File: src/rtl/mem_bus_arbiter_pkg.sv
// Shared definitions for the two-master memory bus arbiter: FSM state
// encoding, watchdog counter type and the grant-selection helper.
package mem_bus_arbiter_pkg;

  localparam int ARB_RW = 16;
  localparam int WD_W   = 8;

  typedef logic [WD_W-1:0] wd_cnt_t;

  typedef enum logic [1:0] {
    ARB_IDLE = 2'd0,
    ARB_OWN0 = 2'd1,
    ARB_OWN1 = 2'd2
  } arb_state_e;

  // Picks the next owner from the live cyc requests. On a tie, prefer1
  // decides; with fixed priority it is tied low so master 0 always wins.
  function automatic arb_state_e arb_pick(input logic req0,
                                          input logic req1,
                                          input logic prefer1);
    arb_state_e pick;
    pick = ARB_IDLE;
    if (req0 && (!req1 || !prefer1)) begin
      pick = ARB_OWN0;
    end else if (req1) begin
      pick = ARB_OWN1;
    end
    return pick;
  endfunction

endpackage

File: src/rtl/mem_bus_arbiter_if.sv
// Wishbone-style bus bundle used for both cache-side masters and the shared
// memory slave port; o_dat is always write data, i_dat always read data.
interface mem_bus_arbiter_if
  import mem_bus_arbiter_pkg::*;
#(
  parameter int RW = ARB_RW
);

  logic            cyc;
  logic            stb;
  logic            we;
  logic [RW-1:0]   adr;
  logic [RW-1:0]   o_dat;
  logic [RW/8-1:0] sel;
  logic            ack;
  logic            err;
  logic [RW-1:0]   i_dat;

  modport master (
    output cyc, stb, we, adr, o_dat, sel,
    input  ack, err, i_dat
  );

  modport slave (
    input  cyc, stb, we, adr, o_dat, sel,
    output ack, err, i_dat
  );

endinterface

File: src/rtl/mem_bus_arbiter_watchdog.sv
// bus_watchdog: counts consecutive wait states of the transfer in progress
// and raises a one-cycle wd_err once the count reaches TIMEOUT.
module bus_watchdog
  import mem_bus_arbiter_pkg::*;
#(
  parameter int TIMEOUT = 255
) (
  input  logic i_clk,
  input  logic i_rst,
  input  logic busy,
  input  logic done,
  input  logic restart,
  output logic wd_err
);

  localparam wd_cnt_t LIMIT = wd_cnt_t'(TIMEOUT);

  wd_cnt_t wd_cnt_q, wd_cnt_d;

  assign wd_err = busy && (wd_cnt_q == LIMIT);

  // NOTE: every always_comb output is given a default first, so no branch can leave it unassigned and infer a latch.
  always_comb begin
    wd_cnt_d = wd_cnt_q + wd_cnt_t'(1);
    if (restart || done || !busy || wd_err) begin
      wd_cnt_d = '0;
    end
  end

  // NOTE: registers use non-blocking assignments so every flop samples the pre-edge value of its inputs.
  always_ff @(posedge i_clk or negedge i_rst) begin
    if (!i_rst) begin
      wd_cnt_q <= '0;
    end else begin
      wd_cnt_q <= wd_cnt_d;
    end
  end

endmodule

File: src/rtl/mem_bus_arbiter.sv
// Two-master memory bus arbiter (dcache = m0, icache fill = m1) with per-cyc
// ownership and a wait-state watchdog. Define ARB_ROUND_ROBIN_EN for round-robin ties.
module mem_bus_arbiter
  import mem_bus_arbiter_pkg::*;
#(
  parameter int RW      = ARB_RW,
  parameter int TIMEOUT = 255
) (
  input logic               i_clk,
  input logic               i_rst,
  mem_bus_arbiter_if.slave  m0_bus,
  mem_bus_arbiter_if.slave  m1_bus,
  mem_bus_arbiter_if.master s_bus
);

  localparam logic [RW-1:0] DAT_ZERO = '0;

  arb_state_e state_q, state_d;
  logic       prefer1;
  logic       wd_busy;
  logic       wd_done;
  logic       wd_restart;
  logic       wd_err;

  // ---------------------------------------------------------------------------
  // Tie-break selection
  // ---------------------------------------------------------------------------
`ifdef ARB_ROUND_ROBIN_EN
  logic last_q, last_d;

  always_comb begin
    last_d = last_q;
    if (state_d == ARB_OWN0 && state_q != ARB_OWN0) begin
      last_d = 1'b0;
    end else if (state_d == ARB_OWN1 && state_q != ARB_OWN1) begin
      last_d = 1'b1;
    end
  end

  // Resetting to 1 lets master 0 win the first tie after reset.
  always_ff @(posedge i_clk or negedge i_rst) begin
    if (!i_rst) begin
      last_q <= 1'b1;
    end else begin
      last_q <= last_d;
    end
  end

  assign prefer1 = ~last_q;
`else
  assign prefer1 = 1'b0;
`endif

  // ---------------------------------------------------------------------------
  // Ownership FSM: the owner keeps the bus until its own cyc drops
  // ---------------------------------------------------------------------------
  always_comb begin
    state_d = state_q;
    unique case (state_q)
      ARB_IDLE: state_d = arb_pick(m0_bus.cyc, m1_bus.cyc, prefer1);
      ARB_OWN0: if (!m0_bus.cyc) state_d = arb_pick(1'b0, m1_bus.cyc, prefer1);
      ARB_OWN1: if (!m1_bus.cyc) state_d = arb_pick(m0_bus.cyc, 1'b0, prefer1);
      default:  state_d = ARB_IDLE;
    endcase
  end

  always_ff @(posedge i_clk or negedge i_rst) begin
    if (!i_rst) begin
      state_q <= ARB_IDLE;
    end else begin
      state_q <= state_d;
    end
  end

  // ---------------------------------------------------------------------------
  // Watchdog
  // ---------------------------------------------------------------------------
  assign wd_busy    = ((state_q == ARB_OWN0) && m0_bus.stb) ||
                      ((state_q == ARB_OWN1) && m1_bus.stb);
  assign wd_done    = s_bus.ack | s_bus.err;
  assign wd_restart = (state_d != state_q);

  bus_watchdog #(
    .TIMEOUT (TIMEOUT)
  ) u_watchdog (
    .i_clk   (i_clk),
    .i_rst   (i_rst),
    .busy    (wd_busy),
    .done    (wd_done),
    .restart (wd_restart),
    .wd_err  (wd_err)
  );

  // ---------------------------------------------------------------------------
  // Request path: slave side follows the registered owner; stb is masked on a
  // watchdog error so the stalled slave never sees a fresh strobe that cycle.
  // ---------------------------------------------------------------------------
  always_comb begin
    s_bus.cyc   = 1'b0;
    s_bus.stb   = 1'b0;
    s_bus.we    = 1'b0;
    s_bus.adr   = DAT_ZERO;
    s_bus.o_dat = DAT_ZERO;
    s_bus.sel   = '0;
    unique case (state_q)
      ARB_OWN0: begin
        s_bus.cyc   = m0_bus.cyc;
        s_bus.stb   = m0_bus.stb & ~wd_err;
        s_bus.we    = m0_bus.we;
        s_bus.adr   = m0_bus.adr;
        s_bus.o_dat = m0_bus.o_dat;
        s_bus.sel   = m0_bus.sel;
      end
      ARB_OWN1: begin
        s_bus.cyc   = m1_bus.cyc;
        s_bus.stb   = m1_bus.stb & ~wd_err;
        s_bus.we    = m1_bus.we;
        s_bus.adr   = m1_bus.adr;
        s_bus.o_dat = m1_bus.o_dat;
        s_bus.sel   = m1_bus.sel;
      end
      default: ;
    endcase
  end

  // ---------------------------------------------------------------------------
  // Response path: terminations reach only the owner; slave responses while
  // idle are dropped.
  // ---------------------------------------------------------------------------
  always_comb begin
    m0_bus.ack   = 1'b0;
    m0_bus.err   = 1'b0;
    m0_bus.i_dat = DAT_ZERO;
    m1_bus.ack   = 1'b0;
    m1_bus.err   = 1'b0;
    m1_bus.i_dat = DAT_ZERO;
    unique case (state_q)
      ARB_OWN0: begin
        m0_bus.ack   = s_bus.ack;
        m0_bus.err   = s_bus.err | wd_err;
        m0_bus.i_dat = s_bus.i_dat;
        m1_bus.i_dat = s_bus.i_dat;
      end
      ARB_OWN1: begin
        m1_bus.ack   = s_bus.ack;
        m1_bus.err   = s_bus.err | wd_err;
        m0_bus.i_dat = s_bus.i_dat;
        m1_bus.i_dat = s_bus.i_dat;
      end
      default: ;
    endcase
  end

endmodule

File: src/flat_wrapper.sv
// flat-port wrapper written by rule: the top's interface ports become plain ports
module mem_bus_arbiter_flat import mem_bus_arbiter_pkg::*;
#(
  parameter int RW      = ARB_RW,
  parameter int TIMEOUT = 255
)
  (i_clk, i_rst, m0_bus_cyc, m0_bus_stb, m0_bus_we, m0_bus_adr, m0_bus_o_dat, m0_bus_sel, m0_bus_ack, m0_bus_err, m0_bus_i_dat, m1_bus_cyc, m1_bus_stb, m1_bus_we, m1_bus_adr, m1_bus_o_dat, m1_bus_sel, m1_bus_ack, m1_bus_err, m1_bus_i_dat, s_bus_cyc, s_bus_stb, s_bus_we, s_bus_adr, s_bus_o_dat, s_bus_sel, s_bus_ack, s_bus_err, s_bus_i_dat);
  mem_bus_arbiter_if #(.RW(RW)) m0_bus_i ();
  mem_bus_arbiter_if #(.RW(RW)) m1_bus_i ();
  mem_bus_arbiter_if #(.RW(RW)) s_bus_i ();
  input logic i_clk;
  input logic i_rst;
  input wire logic [$bits(m0_bus_i.cyc)-1:0] m0_bus_cyc;
  input wire logic [$bits(m0_bus_i.stb)-1:0] m0_bus_stb;
  input wire logic [$bits(m0_bus_i.we)-1:0] m0_bus_we;
  input wire logic [$bits(m0_bus_i.adr)-1:0] m0_bus_adr;
  input wire logic [$bits(m0_bus_i.o_dat)-1:0] m0_bus_o_dat;
  input wire logic [$bits(m0_bus_i.sel)-1:0] m0_bus_sel;
  output wire logic [$bits(m0_bus_i.ack)-1:0] m0_bus_ack;
  output wire logic [$bits(m0_bus_i.err)-1:0] m0_bus_err;
  output wire logic [$bits(m0_bus_i.i_dat)-1:0] m0_bus_i_dat;
  input wire logic [$bits(m1_bus_i.cyc)-1:0] m1_bus_cyc;
  input wire logic [$bits(m1_bus_i.stb)-1:0] m1_bus_stb;
  input wire logic [$bits(m1_bus_i.we)-1:0] m1_bus_we;
  input wire logic [$bits(m1_bus_i.adr)-1:0] m1_bus_adr;
  input wire logic [$bits(m1_bus_i.o_dat)-1:0] m1_bus_o_dat;
  input wire logic [$bits(m1_bus_i.sel)-1:0] m1_bus_sel;
  output wire logic [$bits(m1_bus_i.ack)-1:0] m1_bus_ack;
  output wire logic [$bits(m1_bus_i.err)-1:0] m1_bus_err;
  output wire logic [$bits(m1_bus_i.i_dat)-1:0] m1_bus_i_dat;
  output wire logic [$bits(s_bus_i.cyc)-1:0] s_bus_cyc;
  output wire logic [$bits(s_bus_i.stb)-1:0] s_bus_stb;
  output wire logic [$bits(s_bus_i.we)-1:0] s_bus_we;
  output wire logic [$bits(s_bus_i.adr)-1:0] s_bus_adr;
  output wire logic [$bits(s_bus_i.o_dat)-1:0] s_bus_o_dat;
  output wire logic [$bits(s_bus_i.sel)-1:0] s_bus_sel;
  input wire logic [$bits(s_bus_i.ack)-1:0] s_bus_ack;
  input wire logic [$bits(s_bus_i.err)-1:0] s_bus_err;
  input wire logic [$bits(s_bus_i.i_dat)-1:0] s_bus_i_dat;
  assign m0_bus_i.cyc = m0_bus_cyc;
  assign m0_bus_i.stb = m0_bus_stb;
  assign m0_bus_i.we = m0_bus_we;
  assign m0_bus_i.adr = m0_bus_adr;
  assign m0_bus_i.o_dat = m0_bus_o_dat;
  assign m0_bus_i.sel = m0_bus_sel;
  assign m0_bus_ack = m0_bus_i.ack;
  assign m0_bus_err = m0_bus_i.err;
  assign m0_bus_i_dat = m0_bus_i.i_dat;
  assign m1_bus_i.cyc = m1_bus_cyc;
  assign m1_bus_i.stb = m1_bus_stb;
  assign m1_bus_i.we = m1_bus_we;
  assign m1_bus_i.adr = m1_bus_adr;
  assign m1_bus_i.o_dat = m1_bus_o_dat;
  assign m1_bus_i.sel = m1_bus_sel;
  assign m1_bus_ack = m1_bus_i.ack;
  assign m1_bus_err = m1_bus_i.err;
  assign m1_bus_i_dat = m1_bus_i.i_dat;
  assign s_bus_cyc = s_bus_i.cyc;
  assign s_bus_stb = s_bus_i.stb;
  assign s_bus_we = s_bus_i.we;
  assign s_bus_adr = s_bus_i.adr;
  assign s_bus_o_dat = s_bus_i.o_dat;
  assign s_bus_sel = s_bus_i.sel;
  assign s_bus_i.ack = s_bus_ack;
  assign s_bus_i.err = s_bus_err;
  assign s_bus_i.i_dat = s_bus_i_dat;
  mem_bus_arbiter #(.RW(RW), .TIMEOUT(TIMEOUT)) u_core (.i_clk(i_clk), .i_rst(i_rst), .m0_bus(m0_bus_i), .m1_bus(m1_bus_i), .s_bus(s_bus_i));
endmodule
File: config.mk
export PLATFORM = sky130hd
export DESIGN_NAME = mem_bus_arbiter_flat
export DESIGN_NICKNAME = d
export VERILOG_FILES = /design/src/rtl/mem_bus_arbiter_pkg.sv /design/src/rtl/mem_bus_arbiter_if.sv /design/src/rtl/mem_bus_arbiter_watchdog.sv /design/src/rtl/mem_bus_arbiter.sv /design/src/flat_wrapper.sv
export SDC_FILE = /design/constraint.sdc
export NUM_CORES = 1
export LEC_CHECK = 0
export BUFFER_PORTS_ARGS = -buffer_cell sky130_fd_sc_hd__buf_2
export CAP_MARGIN = 0
export CORE_MARGIN = 3
export CORE_UTILIZATION = 30
export DETAILED_ROUTE_END_ITERATION = 6
export PLACE_DENSITY_LB_ADDON = 0.3
export SETUP_SLACK_MARGIN = 0.02
export SLEW_MARGIN = 20
export SYNTH_ARGS = -nofsm -noshare
export SYNTH_HDL_FRONTEND = slang
export SYNTH_SLANG_ARGS = --single-unit
File: constraint.sdc
create_clock -name i_clk -period 1.86 [get_ports i_clk]
set_input_delay 0.093 -clock i_clk [delete_from_list [all_inputs] [get_ports i_clk]]
set_output_delay 0.093 -clock i_clk [all_outputs]
set_load 0.02 [all_outputs]
# Word-level counts from Yosys, hierarchy flattened
# Index checks and enable logic that the tools add are counted.
# word_totals
regBits,10
latch_bits,0
ramBits,0
rom_bits,0
input_bits,94
elab_cells,40
mem_count,0
# op_classes
addsub,1
mul,0
div_mod_pow,0
magnitude_cmp,0
eq_ne,4
shift,0
mux,18
n_bitwise,5
n_reduce_logical,10
# op_table
cell,count
$pmux W16 S2,2
$mux W16,1
$add A8 B1 Y8 const B,1
$eq A8 B8 Y1 const B,1
$mux W2,4
$mux W8,1
$pmux W1 S2,3
$pmux W2 S3,1
$mux W1,5
$logic_or A1 B1 Y1,4
$pmux W2 S2,1
$logic_and A1 B1 Y1,3
$and A1 B1 Y1,2
$eq A2 B1 Y1 const B,1
$eq A2 B2 Y1 const B,1
$logic_not A2 Y1,1
$ne A2 B2 Y1,1
$or A1 B1 Y1,2
$reduce_or A2 Y1,1
$logic_not A1 Y1,1
$not A1 Y1,1

# Logic depth before layout (Yosys ltp)
# depth
ltp_word,8
depth_mapped,7

# Cells and area by module
# A second synthesis with hierarchy kept.
# unflattened
cells_unflattened,183
hier_area_um2,1432.6
# modules_own_cells
mod,n_inst,cells_each,area_per_inst_um2
mem_bus_arbiter,1,146,1048.5
bus_watchdog,1,37,384.1

# Worst setup path before layout
# Ideal clock, no wire load.
# synth_path
kind,register -> output
start,register u_core.state_q[0]
end,output port s_bus_stb
arrival_time_ps,1634
required_ps,1767
setup_slack_ps,133
path_stages_with_launch,7
path_buffers,1
cell_sequence,dfrtp_1 > inv_1 > ha_1 > buf_2 > a22oi_1 > nor2_1 > nor3b_1
# synth_between
elab_chain_len,7
word_cells_on_any_way,10
# synth_lines
item,line_no,text
"start, declared",mem_bus_arbiter.sv:18,"arb_state_e state_q, state_d;"
"start signal, assigned",mem_bus_arbiter.sv:71,state_q <= state_d;
$eq A2 B1 Y1 / $eq A2 B2 Y1 (equally long branches),"mem_bus_arbiter.sv:78, mem_bus_arbiter.sv:105, mem_bus_arbiter.sv:79",
$logic_and A1 B1 Y1 (on tied branches),"mem_bus_arbiter.sv:78, mem_bus_arbiter.sv:79",
$logic_or A1 B1 Y1,mem_bus_arbiter.sv:78,assign wd_busy = ((state_q == ARB_OWN0) && m0_bus.stb) ||
$logic_and A1 B1 Y1,mem_bus_arbiter_watchdog.sv:20,assign wd_err = busy && (wd_cnt_q == LIMIT);
$not A1 Y1,"mem_bus_arbiter.sv:108, mem_bus_arbiter.sv:116",
$and A1 B1 Y1 (on tied branches),"mem_bus_arbiter.sv:116, mem_bus_arbiter.sv:108",
$pmux W1 S2 *,mem_bus_arbiter.sv:105,unique case (state_q)
"end, declared",flat_wrapper.sv:32,output wire logic [$bits(s_bus_i.stb)-1:0] s_bus_stb;
# Mark *: on every way between the ends. The rest lies on a longest branch, timed or not.

# Final worst setup path
# layout_path
start,register u_core.state_q[0]
end,register u_core.u_watchdog.wd_cnt_q[0]
# layout_between
elab_chain_len,7
word_cells_on_any_way,16
# layout_lines
item,line_no,text
$eq A2 B2 Y1 (tied with other cells),"mem_bus_arbiter.sv:59, mem_bus_arbiter.sv:79",
$pmux W2 S3 (tied with other cells),mem_bus_arbiter.sv:59,unique case (state_q)
$ne A2 B2 Y1 / $logic_or A1 B1 Y1 (equally long branches),"mem_bus_arbiter.sv:81, mem_bus_arbiter.sv:78",
$logic_or A1 B1 Y1 / $logic_not A1 Y1 (equally long branches),mem_bus_arbiter_watchdog.sv:25,if (restart || done || !busy || wd_err) begin
$logic_or A1 B1 Y1,mem_bus_arbiter_watchdog.sv:25,
$logic_or A1 B1 Y1 *,mem_bus_arbiter_watchdog.sv:25,
$mux W8 *,mem_bus_arbiter_watchdog.sv:25,
net u_core.u_watchdog.wd_cnt_d[0],mem_bus_arbiter_watchdog.sv:18,"wd_cnt_t wd_cnt_q, wd_cnt_d;"
"end signal, assigned",mem_bus_arbiter_watchdog.sv:35,wd_cnt_q <= wd_cnt_d;
"end, declared",mem_bus_arbiter_watchdog.sv:18,
# The timed path passes the listed nets; every way through them passes the cells marked *.

==> metrics.log <==
INFO  metric cts_buffers = 3
INFO  metric max_slew_headroom = roughly four fifths
INFO  metric leakage = ~1.3 nW
INFO  metric synth-seq-cells = 10
INFO  metric synth_seq_area_share = between 10% and 20%
INFO  metric synth.net_count = around 290
INFO  metric period_minus_slack = about 1.8 ns
INFO  metric outcome = finished clean
INFO  metric worstPathArrival = 1.96 ns
INFO  metric layoutNonFillerInstCount = a little over 400
INFO  metric vias_per_cell = 4.74
INFO  metric crit_required = around 2 ns
INFO  metric drcViolationCount = 0
INFO  metric h-tree-depth = 1
INFO  metric root_buffer = clkbuf_8
INFO  metric synth_cell_type_count = 36
INFO  metric dr_total_vias = ~2000
INFO  metric num_antenna_cells = 0
INFO  metric num-fill-cells = roughly 440
INFO  metric first_global_vias = about 1700
INFO  metric tightestPinTransition = between 0.2 and 0.3 ns
INFO  metric worst-path-max-fanout = 4
INFO  metric post-route-period-util = between 90% and 100%
INFO  metric firstDrtPassIters = 4
INFO  metric yosys-mux-area-fraction = ~1.3%
INFO  metric nets = between 400 and 500
INFO  metric hold_path.class = input port to register
INFO  metric pwr_density_cell = 1470 nW/um^2
INFO  metric post_synthesis_instance_area = approximately 1500 sq um
INFO  metric maxClockFrequency = about 550 MHz
INFO  metric port-buffer-count = 166
INFO  metric dpl.cell_count = 400
INFO  metric floorplan.io_pins = 167
INFO  metric routed_wl = ~5900 um
INFO  metric synthArstFlopShare = 100%
INFO  metric synth_top_family_by_area = simple AND/OR/NAND/NOR gates
INFO  metric area_growth_syn_to_layout = 74.0%
INFO  metric synth_simple_gate_area_share = 34.9%
INFO  metric xor_and_xnor_area_share_after_synthesis = under 10%
INFO  metric skew = 0.00409 ns
INFO  metric synthCells = 189
INFO  metric setup.worst_path.start_class = register
INFO  metric chipHeight = approximately 76 um
INFO  metric cts_tree = yes
INFO  metric wl_per_cell = roughly 14 um
INFO  metric largest_net_degree_at_the_start_of_global_routing = 38
INFO  metric drive_gt1_share = 61.7%
INFO  metric holdWs = between 0.15 and 0.2 ns
INFO  metric category_of_the_worst_setup_path_capture_point = register
INFO  metric initial_utilization = around 33%
INFO  metric adder_cell_share_of_the_synthesized_area = between 4 and 5%
INFO  metric track_usage = 17.8%
INFO  metric placeableCoreArea = around 4600 sq um
INFO  metric place.gp.congestion = slightly above 0.8
INFO  metric ys.flop_type = dfrtp_1
INFO  metric fp.dieW = 76.3 um
INFO  metric clkTransAtPathRegs = approximately 0.050 ns
INFO  metric antenna_violating_nets_post_route = 0
INFO  metric grt_first_pass_wirelength = between 8000 and 9000 um
INFO  metric detailedPlacementHpwl = around 4600 um
INFO  metric synth_compound_area_share = between 20% and 30%
INFO  metric row_count = 24
INFO  metric cts.path.max_buffers = 2
INFO  metric final_max_slew_viol_count = 0
INFO  metric clk-insertion-delay-late = between 0.2 and 0.25 ns
INFO  metric max-vdd-ir-drop = 0.857 mV
INFO  metric setup_viol_count_final = 0
INFO  metric number_of_antenna_violations_at_the_first_check_in_global_routing = 0
INFO  metric timing.max_cap.violations = 0
INFO  metric final-hold-violation-count = 0
INFO  metric number_of_enable_flip_flop_cells_after_synthesis = 0
INFO  metric syn_avg_cell_area = 7.85 sq um
INFO  metric drt_first_iter_violations = between 70 and 80
INFO  metric grt_remaining_overflow = 0
INFO  metric crit_type = register to register
INFO  metric design.die.area = slightly below 6000 sq um
INFO  metric cts.sink_count = 10
INFO  metric synth.yosys.warnings = 0
==> worst max-delay path: stages, from the launching register on <==
cell and delay (ns):
dfrtp_2 0.45, buf_4 0.15, ha_2 0.21, buf_4 0.16
nor3b_4 0.22, o32ai_4 0.13, buf_4 0.17, nor4_2 0.23
==> cell families after synthesis <==
group / Yosys count
simple gates: 83
compound gates: 49
buf+inv: 34
flops: 10
xor+xnor: 6
fa+ha+maj: 5
mux: 2
==> area by class of cell <==
class / count / area [sq um] / area share [%]
Sequential cell: 10 / 251 / 9.74
Clock buffer: 4 / 55.1 / 2.13
Multi-Input combinational cell: 145 / 1160 / 45.1
Timing Repair Buffer: 187 / 1020 / 39.3
Inverter: 4 / 15.0 / 0.581
Tap cell: 65 / 81.3 / 3.15
==> power by group <==
part	switching (mW)	internal [mW]
clock network	0.0847	0.186
registers	0.0314	0.240
logic	1.90	1.36
total	2.02	1.78
==> through the flow <==
step                util (%)  setup TNS (ns)  setup slack [ns]  power, mW  instance area [sq um]
floorplan                  -               0             0.133       2.45                   1480
global placement        50.2               0            0.0967       3.17                   2290
detailed placement      50.2         -0.0149           -0.0149       3.18                   2290
CTS                     53.0               0            0.0271       3.55                   2420
global route            56.6          -0.106           -0.0635       4.06                   2580
finish                  56.6               0            0.0341       3.80                   2580
==> Yosys cell counts, types with 2 or more instances <==
master,n,area (sq um)
mux2i_1,2,20.0
nand2_1,2,7.51
nor2_1,5,18.8
dfrtp_1,10,250
ha_1,5,62.6
o21a_1,2,15.0
a21oi_1,2,10.0
buf_2,7,35.0
nor2b_1,36,225
inv_1,4,15.0
clkbuf_1,7,26.3
buf_4,16,120
o21ai_0,2,10.0
and2_1,18,113
nand3_1,4,20.0
a22oi_1,37,278
xnor2_1,5,43.8
nor4_1,7,43.8
==> path summary, 6_finish.rpt <==
kind	start	to	slack, ns	depth (start not counted)
max in group asynchronous	i_rst	u_core.state_q[0]$_DFF_PN0_	1.43	2
min reg2reg	u_core.u_watchdog.wd_cnt_q[0]$_DFF_PN0_	u_core.u_watchdog.wd_cnt_q[0]$_DFF_PN0_	0.56	2
min	m0_bus_cyc	u_core.state_q[1]$_DFF_PN0_	0.19	3
max	u_core.state_q[0]$_DFF_PN0_	u_core.u_watchdog.wd_cnt_q[0]$_DFF_PN0_	0.03	7
max reg2reg	u_core.state_q[0]$_DFF_PN0_	u_core.u_watchdog.wd_cnt_q[0]$_DFF_PN0_	0.03	7
min in group asynchronous	i_rst	u_core.u_watchdog.wd_cnt_q[6]$_DFF_PN0_	0.23	2
==> what timing repair did <==
item / in CTS / in global routing
resized for setup: 11 / 22
pin swaps: 0 / 11
endpoints found under the setup margin: 33 / 43
hold buffers: 1 / 0
endpoints found under the hold margin: 10 / 0
setup buffers: 2 / 8
==> layer usage <==
metal  part of all wire, %  global-route usage (%)  up-vias
li1                      -                       -      984
met1                    38                    20.8      905
met2                    56                    33.6       75
met3                   5.0                    3.19        2
met4                  0.46                    3.44        0
met5                     0                       0        -
==> placed cells by master, fill, tap and decap left out, drive strengths merged, types with 2 or more instances in the layout <==
master and n:
nand3 5, nor2 5, buf 186, o21ai 2, xnor2 5, nor4 7
dfrtp 10, and2 19, clkbuf 4, ha 5, a22oi 37, nor3b 2
nor2b 36, a21oi 2, inv 4, o21a 3, nand2 2, mux2i 2
==> sequential cells by signal, summed over array words and instances (netlist names) <==
name and flops:
u_core.u_watchdog.wd_cnt_q 8, u_core.state_q 2
Power figures use the tool's default switching activity.
